**src/rtl/arith_pkg.sv**
```systemverilog
// rtl/arith_pkg.sv - shared constants for the add/subtract arithmetic family
package arith_pkg;

    localparam int DEFAULT_WIDTH = 16;

    // Bit positions used by consumers that pack the result flags into one vector.
    localparam int FLAG_BOUT = 0;
    localparam int FLAG_OVF  = 1;
    localparam int FLAG_ZERO = 2;
    localparam int FLAG_NEG  = 3;

endpackage

```
**src/rtl/cond_sum_half.sv**
```systemverilog
// rtl/cond_sum_half.sv - conditional-sum block: x + y for both carry-in values
module cond_sum_half #(
    parameter int W = 8
) (
    input  logic [W-1:0] x,
    input  logic [W-1:0] y,
    output logic [W-1:0] sum0,
    output logic         carry0,
    output logic [W-1:0] sum1,
    output logic         carry1
);

    logic [W:0] full0;
    logic [W:0] full1;

    assign full0  = {1'b0, x} + {1'b0, y};
    assign full1  = {1'b0, x} + {1'b0, y} + {{W{1'b0}}, 1'b1};
    assign sum0   = full0[W-1:0];
    assign carry0 = full0[W];
    assign sum1   = full1[W-1:0];
    assign carry1 = full1[W];

endmodule

```
**src/rtl/csla_sub_pipe.sv**
```systemverilog
// rtl/csla_sub_pipe.sv - two-stage carry-select subtractor (a - b - bin) with valid/ready
module csla_sub_pipe
    import arith_pkg::*;
#(
    parameter int WIDTH = DEFAULT_WIDTH
) (
    input  logic             clk,
    input  logic             rst,
    input  logic             in_valid,
    output logic             in_ready,
    input  logic [WIDTH-1:0] a,
    input  logic [WIDTH-1:0] b,
    input  logic             bin,
    output logic             out_valid,
    input  logic             out_ready,
    output logic [WIDTH-1:0] diff,
    output logic             bout,
    output logic             ovf,
    output logic             zero,
    output logic             neg
);

    localparam int LO_W = WIDTH / 2;
    localparam int HI_W = WIDTH - LO_W;

    // Subtraction as a + ~b + ~bin; the low half takes the inverted borrow as carry-in.
    logic [LO_W:0]   lo_full;
    logic [HI_W-1:0] hi_sum0, hi_sum1;
    logic            hi_carry0, hi_carry1;

    assign lo_full = {1'b0, a[LO_W-1:0]} + {1'b0, ~b[LO_W-1:0]} + {{LO_W{1'b0}}, ~bin};

    cond_sum_half #(.W(HI_W)) u_hi (
        .x      (a[WIDTH-1:LO_W]),
        .y      (~b[WIDTH-1:LO_W]),
        .sum0   (hi_sum0),
        .carry0 (hi_carry0),
        .sum1   (hi_sum1),
        .carry1 (hi_carry1)
    );

    logic            s1_valid;
    logic [LO_W-1:0] s1_lo_sum;
    logic            s1_lo_carry;
    logic [HI_W-1:0] s1_hi_c0, s1_hi_c1;
    logic            s1_carry_c0, s1_carry_c1;
    logic            s1_a_msb, s1_b_msb;

    logic s2_free, advance, in_fire;

    assign s2_free  = !out_valid || out_ready;
    assign advance  = s1_valid && s2_free;
    assign in_ready = !rst && (!s1_valid || s2_free);
    assign in_fire  = in_valid && in_ready;

    logic [HI_W-1:0]  hi_sel;
    logic             carry_sel;
    logic [WIDTH-1:0] diff_next;

    assign hi_sel    = s1_lo_carry ? s1_hi_c1 : s1_hi_c0;
    assign carry_sel = s1_lo_carry ? s1_carry_c1 : s1_carry_c0;
    assign diff_next = {hi_sel, s1_lo_sum};

    always_ff @(posedge clk or posedge rst) begin
        if (rst) begin
            s1_valid    <= 1'b0;
            s1_lo_sum   <= '0;
            s1_lo_carry <= 1'b0;
            s1_hi_c0    <= '0;
            s1_hi_c1    <= '0;
            s1_carry_c0 <= 1'b0;
            s1_carry_c1 <= 1'b0;
            s1_a_msb    <= 1'b0;
            s1_b_msb    <= 1'b0;
            out_valid   <= 1'b0;
            diff        <= '0;
            bout        <= 1'b0;
            ovf         <= 1'b0;
            zero        <= 1'b0;
            neg         <= 1'b0;
        end else begin
            if (in_fire) begin
                s1_valid    <= 1'b1;
                s1_lo_sum   <= lo_full[LO_W-1:0];
                s1_lo_carry <= lo_full[LO_W];
                s1_hi_c0    <= hi_sum0;
                s1_hi_c1    <= hi_sum1;
                s1_carry_c0 <= hi_carry0;
                s1_carry_c1 <= hi_carry1;
                s1_a_msb    <= a[WIDTH-1];
                s1_b_msb    <= b[WIDTH-1];
            end else if (advance) begin
                s1_valid <= 1'b0;
            end

            // Output registers only load on advance, so a stalled result holds steady.
            if (advance) begin
                out_valid <= 1'b1;
                diff      <= diff_next;
                bout      <= ~carry_sel;
                ovf       <= (s1_a_msb != s1_b_msb) && (diff_next[WIDTH-1] != s1_a_msb);
                zero      <= (diff_next == '0);
                neg       <= diff_next[WIDTH-1];
            end else if (out_ready) begin
                out_valid <= 1'b0;
            end
        end
    end

endmodule

```
**config.mk**
```make
export PLATFORM = sky130hd
export DESIGN_NAME = csla_sub_pipe
export DESIGN_NICKNAME = d
export VERILOG_FILES = /design/src/rtl/arith_pkg.sv /design/src/rtl/cond_sum_half.sv /design/src/rtl/csla_sub_pipe.sv
export SDC_FILE = /design/constraint.sdc
export NUM_CORES = 1
export LEC_CHECK = 0
export BUFFER_PORTS_ARGS = -buffer_cell sky130_fd_sc_hd__buf_2
export CELL_PAD_IN_SITES_DETAIL_PLACEMENT = 1
export CELL_PAD_IN_SITES_GLOBAL_PLACEMENT = 1
export CORE_ASPECT_RATIO = 0.8
export CORE_MARGIN = 3
export CORE_UTILIZATION = 37
export CTS_CLUSTER_DIAMETER = 150
export DETAILED_ROUTE_END_ITERATION = 8
export PLACE_DENSITY_LB_ADDON = 0.25
export SLEW_MARGIN = 25
export SYNTH_ARGS = -nofsm -noshare
export SYNTH_HDL_FRONTEND = slang
export SYNTH_SLANG_ARGS = --single-unit
export TNS_END_PERCENT = 1
```
**constraint.sdc**
```tcl
create_clock -name clk -period 1.5 [get_ports clk]
set_input_delay 0 -clock clk [delete_from_list [all_inputs] [get_ports clk]]
set_output_delay 0 -clock clk [all_outputs]
set_load 0.1 [all_outputs]
```
# After elaboration in Yosys (flattened, before gate mapping)
# Cells that the tools add are included.
dict set report word_totals {
  out_inout_bits 22
  regBits 51
  inputBits 37
  elab_cells 43
}
dict set report classes {
  reduce_logical 12
  bitwise 4
  mux 6
  n_eq_ne 2
  addsub 4
}
# cell n
set ops {}
lappend ops {{$add A8 B8 Y9} 2}
lappend ops {{$logic_not A16 Y1} 1}
lappend ops {{$not A8 Y8} 2}
lappend ops {{$add A9 B1 Y9} 1}
lappend ops {{$add A9 B1 Y9 const B} 1}
lappend ops {{$mux W8} 1}
lappend ops {{$mux W1} 5}
lappend ops {{$logic_and A1 B1 Y1} 4}
lappend ops {{$reduce_bool A2 Y1} 2}
lappend ops {{$logic_not A1 Y1} 3}
lappend ops {{$logic_or A1 B1 Y1} 2}
lappend ops {{$ne A1 B1 Y1} 2}
lappend ops {{$not A1 Y1} 2}

# Depth between registers and ports, before layout
dict set report logic_depth {
  ltp_word 6
  mapped_depth 10
  mapped_depth_nobuf 10
}

# Hierarchy
# A second synthesis with hierarchy kept.
dict set report hier_totals {
  cells_unflattened 319
  area_unflattened_um2 2910.3
}
# module cells_each n_inst area_per_inst_um2 seq_area_each_um2
set by_module_without_submodules {}
lappend by_module_without_submodules {csla_sub_pipe 263 1 2468.6 1251.2}
lappend by_module_without_submodules {cond_sum_half 56 1 441.7 0.0}

# Least setup slack after synthesis
# OpenSTA, ideal clock, no wires.
dict set report synth_path {
  path_kind {register to register}
  start {register out_valid}
  end {register s1_hi_c1[4]}
  path_stages_with_launch 8
  t_arrival_ps 3392
  period_less_slack_ps 3528
  required_ps 1364
  path_slack_ps -2028
  setup_ps 136
  path_buffers 2
  cell_sequence {dfrtp_1 -> nor2b_1 -> a21oi_1 -> nand2_1 -> clkbuf_1 -> clkbuf_1 -> nand2_1 -> o21ai_0}
}
dict set report synth_between {
  elab_chain_len 5
}
# element line
set synth_lines {}
lappend synth_lines {{start: declaration} csla_sub_pipe.sv:14} ;# output logic out_valid,
lappend synth_lines {{start signal: assignment} csla_sub_pipe.sv:75} ;# out_valid <= 1'b0;
lappend synth_lines {{start signal: assignment} csla_sub_pipe.sv:98} ;# out_valid <= 1'b1;
lappend synth_lines {{start signal: assignment} csla_sub_pipe.sv:105} ;# out_valid <= 1'b0;
lappend synth_lines {{$logic_not A1 Y1} csla_sub_pipe.sv:51} ;# assign s2_free = !out_valid || out_ready;
lappend synth_lines {{$logic_or A1 B1 Y1} csla_sub_pipe.sv:51}
lappend synth_lines {{$logic_or A1 B1 Y1} csla_sub_pipe.sv:53} ;# assign in_ready = !rst && (!s1_valid || s2_free);
lappend synth_lines {{$logic_and A1 B1 Y1} csla_sub_pipe.sv:53}
lappend synth_lines {{named net in_ready} csla_sub_pipe.sv:10} ;# output logic in_ready,
lappend synth_lines {{$logic_and A1 B1 Y1} csla_sub_pipe.sv:54} ;# assign in_fire = in_valid && in_ready;
lappend synth_lines {{end signal: assignment} csla_sub_pipe.sv:87} ;# s1_hi_c1 <= hi_sum1;
lappend synth_lines {{end: declaration} csla_sub_pipe.sv:45} ;# logic [HI_W-1:0] s1_hi_c0, s1_hi_c1;
# The timed path passes the listed nets, and every way through them passes these cells.
# A chain may end at the register's enable or synchronous reset.

# Final worst setup path
dict set report layout_path {
  start {input b[8]}
  end {register s1_hi_c1[7]}
}
dict set report layout_between {
  elab_chain_len 3
}
# element line
set layout_lines {}
lappend layout_lines {{start: declaration} csla_sub_pipe.sv:12} ;# input logic [WIDTH-1:0] b,
lappend layout_lines {{$not A8 Y8} csla_sub_pipe.sv:35} ;# .y (~b[WIDTH-1:LO_W]),
lappend layout_lines {{$add A8 B8 Y9} cond_sum_half.sv:17} ;# assign full1 = {1'b0, x} + {1'b0, y} + {{W{1'b0}}, 1'b1};
lappend layout_lines {{$add A9 B1 Y9} cond_sum_half.sv:17}
# Every way passes these cells.

==> flow_metrics.tcl <==
set metrics [dict create \
    timing.critical_path.to_type "flip-flop" \
    inserted_clock_buffers 5 \
    timing.max_slew.rel_slack_pct 67.6 \
    mean_number_of_vias_per_cell 5.01 \
    die_width_um 103 \
    outcome "complete, but fails checks" \
    placed_cells 465 \
    wp_depth 11 \
    initialDrtViolationCount 68 \
    grt_overflow 0 \
    yosys-top-cells-area "sky130_fd_sc_hd__dfrtp_1 (45%), sky130_fd_sc_hd__nand2_1 (7.3%), sky130_fd_sc_hd__ha_1 (7.2%)" \
    portBuffers 58 \
    worst_clock_skew_ns 0.00905 \
    grt_start_max_net_pins 36 \
    stdcell_count 478 \
    die_height_um 83.5 \
    areaGrowthSynthToFinish_pct 37.9 \
    power.static_leakage_nw 1.95 \
    finalSetupViolations 10 \
    clock_latency_at_the_later_pin_of_the_worst_skew_pair_ns 0.30 \
    critPathMaxStageDelay_ns 0.55 \
    setup_repair_after_global_routing_missed_its_margin "true" \
    critical_path_class "in -> reg" \
    post_synthesis_net_count 346 \
    yosys_most_used_dff "sky130_fd_sc_hd__dfrtp_1" \
    reg2reg_depth 5 \
    synth_top_cells_by_count "sky130_fd_sc_hd__nand2_1 (54), sky130_fd_sc_hd__dfrtp_1 (50), sky130_fd_sc_hd__o21ai_0 (28)" \
    synth_seq_area_share_pct 45.0 \
    period_minus_slack_ns 1.98 \
    grt_first_pass_wirelength_mm 11.9 \
    start_kind "input pin" \
    post-route-worst-setup-slack_ns -0.483 \
    cts_sinks 50 \
    min_period_over_period_pct 132 \
    critical_path.reg2reg.endpoint "zero" \
    hold_violations 0 \
    critical-path-top-delay-family "simple AND/OR/NAND/NOR gates" \
    floorplan.initialDensity_pct 39.2 \
    overall_global_routing_resource_usage_pct 17.5 \
    critical_path.cell_chain "buf_6, inv_4, ha_4, inv_2, fa_2, nand2b_4, a211oi_4, o31ai_2, or2_4, or4_4, a31oi_4" \
    timing.critical_path.buf_inv 3 \
    finish.utilization_pct 54.0 \
    hold_path.class "in -> reg" \
    core.rowCount 27 \
    fp.dieArea_um2 8590 \
    cts-htree-levels 2 \
    cap_violations 0 \
    gpl.final_weighted_congestion 0.742 \
    fp.coreArea_um2 7090 \
    wirelength_routed_mm 7.46 \
    violated_checks "setup timing" \
    final_max_slew_viol_count 0 \
    timing.reg2reg.setup_slack_ns -0.06 \
    maximum_clock_insertion_buffer_count 2 \
    hp-start "b[15]" \
    worst_setup_startpoint "b[8]" \
    share_of_flip_flops_with_an_asynchronous_set_or_reset_after_synthesis_pct 100 \
    antenna_violating_nets_post_route 0 \
    io_pins 59 \
    detailedRoute.firstPassIterationCount 4 \
    worstSetupEndpoint "s1_hi_c1[7]" \
    nFillCells 828 \
    timing.rr.start "s1_hi_c0[3]" \
    dpl.hpwl_mm 5.62 \
    clk_pin_slew_ns 0.08 \
    ir_worst_vdd_v 0.00104 \
    num-nets-final 446 \
    number_of_remaining_drc_errors 0 \
    post_synth.cell_area_avg_um2 9.58 \
    syn_area_um2 2780 \
    final_layout_size_suffix_gt1_share_pct 40.9 \
    drt-wirelength-per-cell_um 15.6 \
    yosysTopAreaCell "sky130_fd_sc_hd__dfrtp_1" \
    synth_top_area_share_pct 45.0 \
    crit_arrival_ns 2.20 \
    clock.fmax_mhz 504 \
    required_ns 1.72 \
    highest_fanout_seen_on_the_critical_path 2 \
    total_power_w 0.00581 \
    synth.most_common_cell "sky130_fd_sc_hd__nand2_1" \
    number_of_distinct_library_cell_variants_in_the_gate_level_netlist_after_synthesis 43 \
    grt_pass1_vias 2479 \
    cts_root_buffer "sky130_fd_sc_hd__clkbuf_8" \
    ys_ff_latch 50 \
    insertedDiodeCount 0 \
    crit_path_top_delay_cell "sky130_fd_sc_hd__or4_4" \
    synth_edf_count 0 \
    tritoncts "done" \
    via_count 2394 \
    synthesis.instances 290 \
    tightest_slew_ns 0.490 \
    power_density_nw_per_um2 1520 \
    antenna_found_initial 0 \
    yosysWarningCount 0 \
]
-- power by group --
part           internal [W]  switching, W
Clock              0.000330      0.000449
Combinational      0.000840       0.00224
Sequential          0.00171      0.000245
-- routing by layer --
layer | vias up | part of all wire, % | track usage [%]
met4 | 0 | 1.4 | 4.94
met3 | 9 | 3.3 | 2.34
met2 | 48 | 49 | 28.8
met1 | 1151 | 46 | 23.9
li1 | 1186 | - | -
met5 | - | 0 | 0
-- worst min path at each step --
stage                     endpoint  cells past startpoint
after floorplan           in_ready                      1
after global placement     diff[7]                      2
after detailed placement      zero                      2
after CTS                 s1_b_msb                      3
after global routing      s1_b_msb                      3
final                     s1_b_msb                      3
-- area by class of cell --
type                            count  area (um2)  share of cell area [%]
Timing Repair Buffer              104         701                    18.3
Tap cell                           87         109                    2.84
Inverter                           25        96.3                    2.52
Sequential cell                    50        1250                    32.7
Multi-Input combinational cell    204        1590                    41.4
Clock inverter                      2        13.8                   0.359
Clock buffer                        6        72.6                    1.89
-- cell families (layout without fill, tap and decap cells) --
logic type,Yosys count,after routing,share of synthesized area (%)
mux,19,19,7.30
xor+xnor,15,15,4.73
flops,50,50,45.0
simple gates,90,90,14.8
fa+ha+maj,19,19,9.37
compound gates,61,61,13.8
buf+inv,36,137,5.00
-- through the flow --
stage	setup WS (ns)	TNS, ns	cell area [um2]	hold WS, ns
final	-0.483	-1.51	3830	0.0121
after detailed placement	-0.855	-7.11	3540	0.0280
after global routing	-0.521	-2.40	3830	0.0262
after floorplan	-0.635	-23.25	2860	0.0993
after global placement	-0.807	-6.32	3540	0.0265
after CTS	-0.428	-1.42	3750	0.00335
-- flip-flops by register name, indices dropped and copies added, names as in the netlist --
signal	cells
diff	16
s1_hi_c0	8
s1_hi_c1	8
s1_lo_sum	8
bout	1
out_valid	1
ovf	1
s1_a_msb	1
s1_b_msb	1
s1_carry_c0	1
s1_carry_c1	1
s1_lo_carry	1
s1_valid	1
zero	1
-- worst register-to-register path, cell delays in order (launching register included) --
cell and delay (ns):
sky130_fd_sc_hd__dfrtp_1 0.40, sky130_fd_sc_hd__or4_1 0.55, sky130_fd_sc_hd__nor4_2 0.15, sky130_fd_sc_hd__a31oi_1 0.07, sky130_fd_sc_hd__nor3_1 0.19, sky130_fd_sc_hd__a22o_1 0.14
-- repair_timing --
action                     CTS  global route
buffers inserted             2             0
pin swaps                   14             6
resized for setup           21            16
cloned                       0             0
hold endpoints to repair    17             0
hold buffers                 3             0
setup endpoints to repair   12            15
-- cells in the final DEF, fill, tap and decap left out, types with 4 or more instances in the layout --
cell and instances:
sky130_fd_sc_hd__nor2_1 7, sky130_fd_sc_hd__ha_1 15, sky130_fd_sc_hd__nor4_1 4, sky130_fd_sc_hd__nand2_1 51
sky130_fd_sc_hd__a21o_1 5, sky130_fd_sc_hd__a21oi_1 4, sky130_fd_sc_hd__buf_6 4, sky130_fd_sc_hd__dfrtp_1 49
sky130_fd_sc_hd__nand3_1 4, sky130_fd_sc_hd__buf_4 38, sky130_fd_sc_hd__inv_1 22, sky130_fd_sc_hd__clkbuf_8 5
sky130_fd_sc_hd__mux2_2 9, sky130_fd_sc_hd__o21ai_0 25, sky130_fd_sc_hd__xnor2_1 6, sky130_fd_sc_hd__xor2_1 4
sky130_fd_sc_hd__buf_2 56, sky130_fd_sc_hd__mux2i_1 8
No activity file was read; power rests on OpenSTA's default activity.
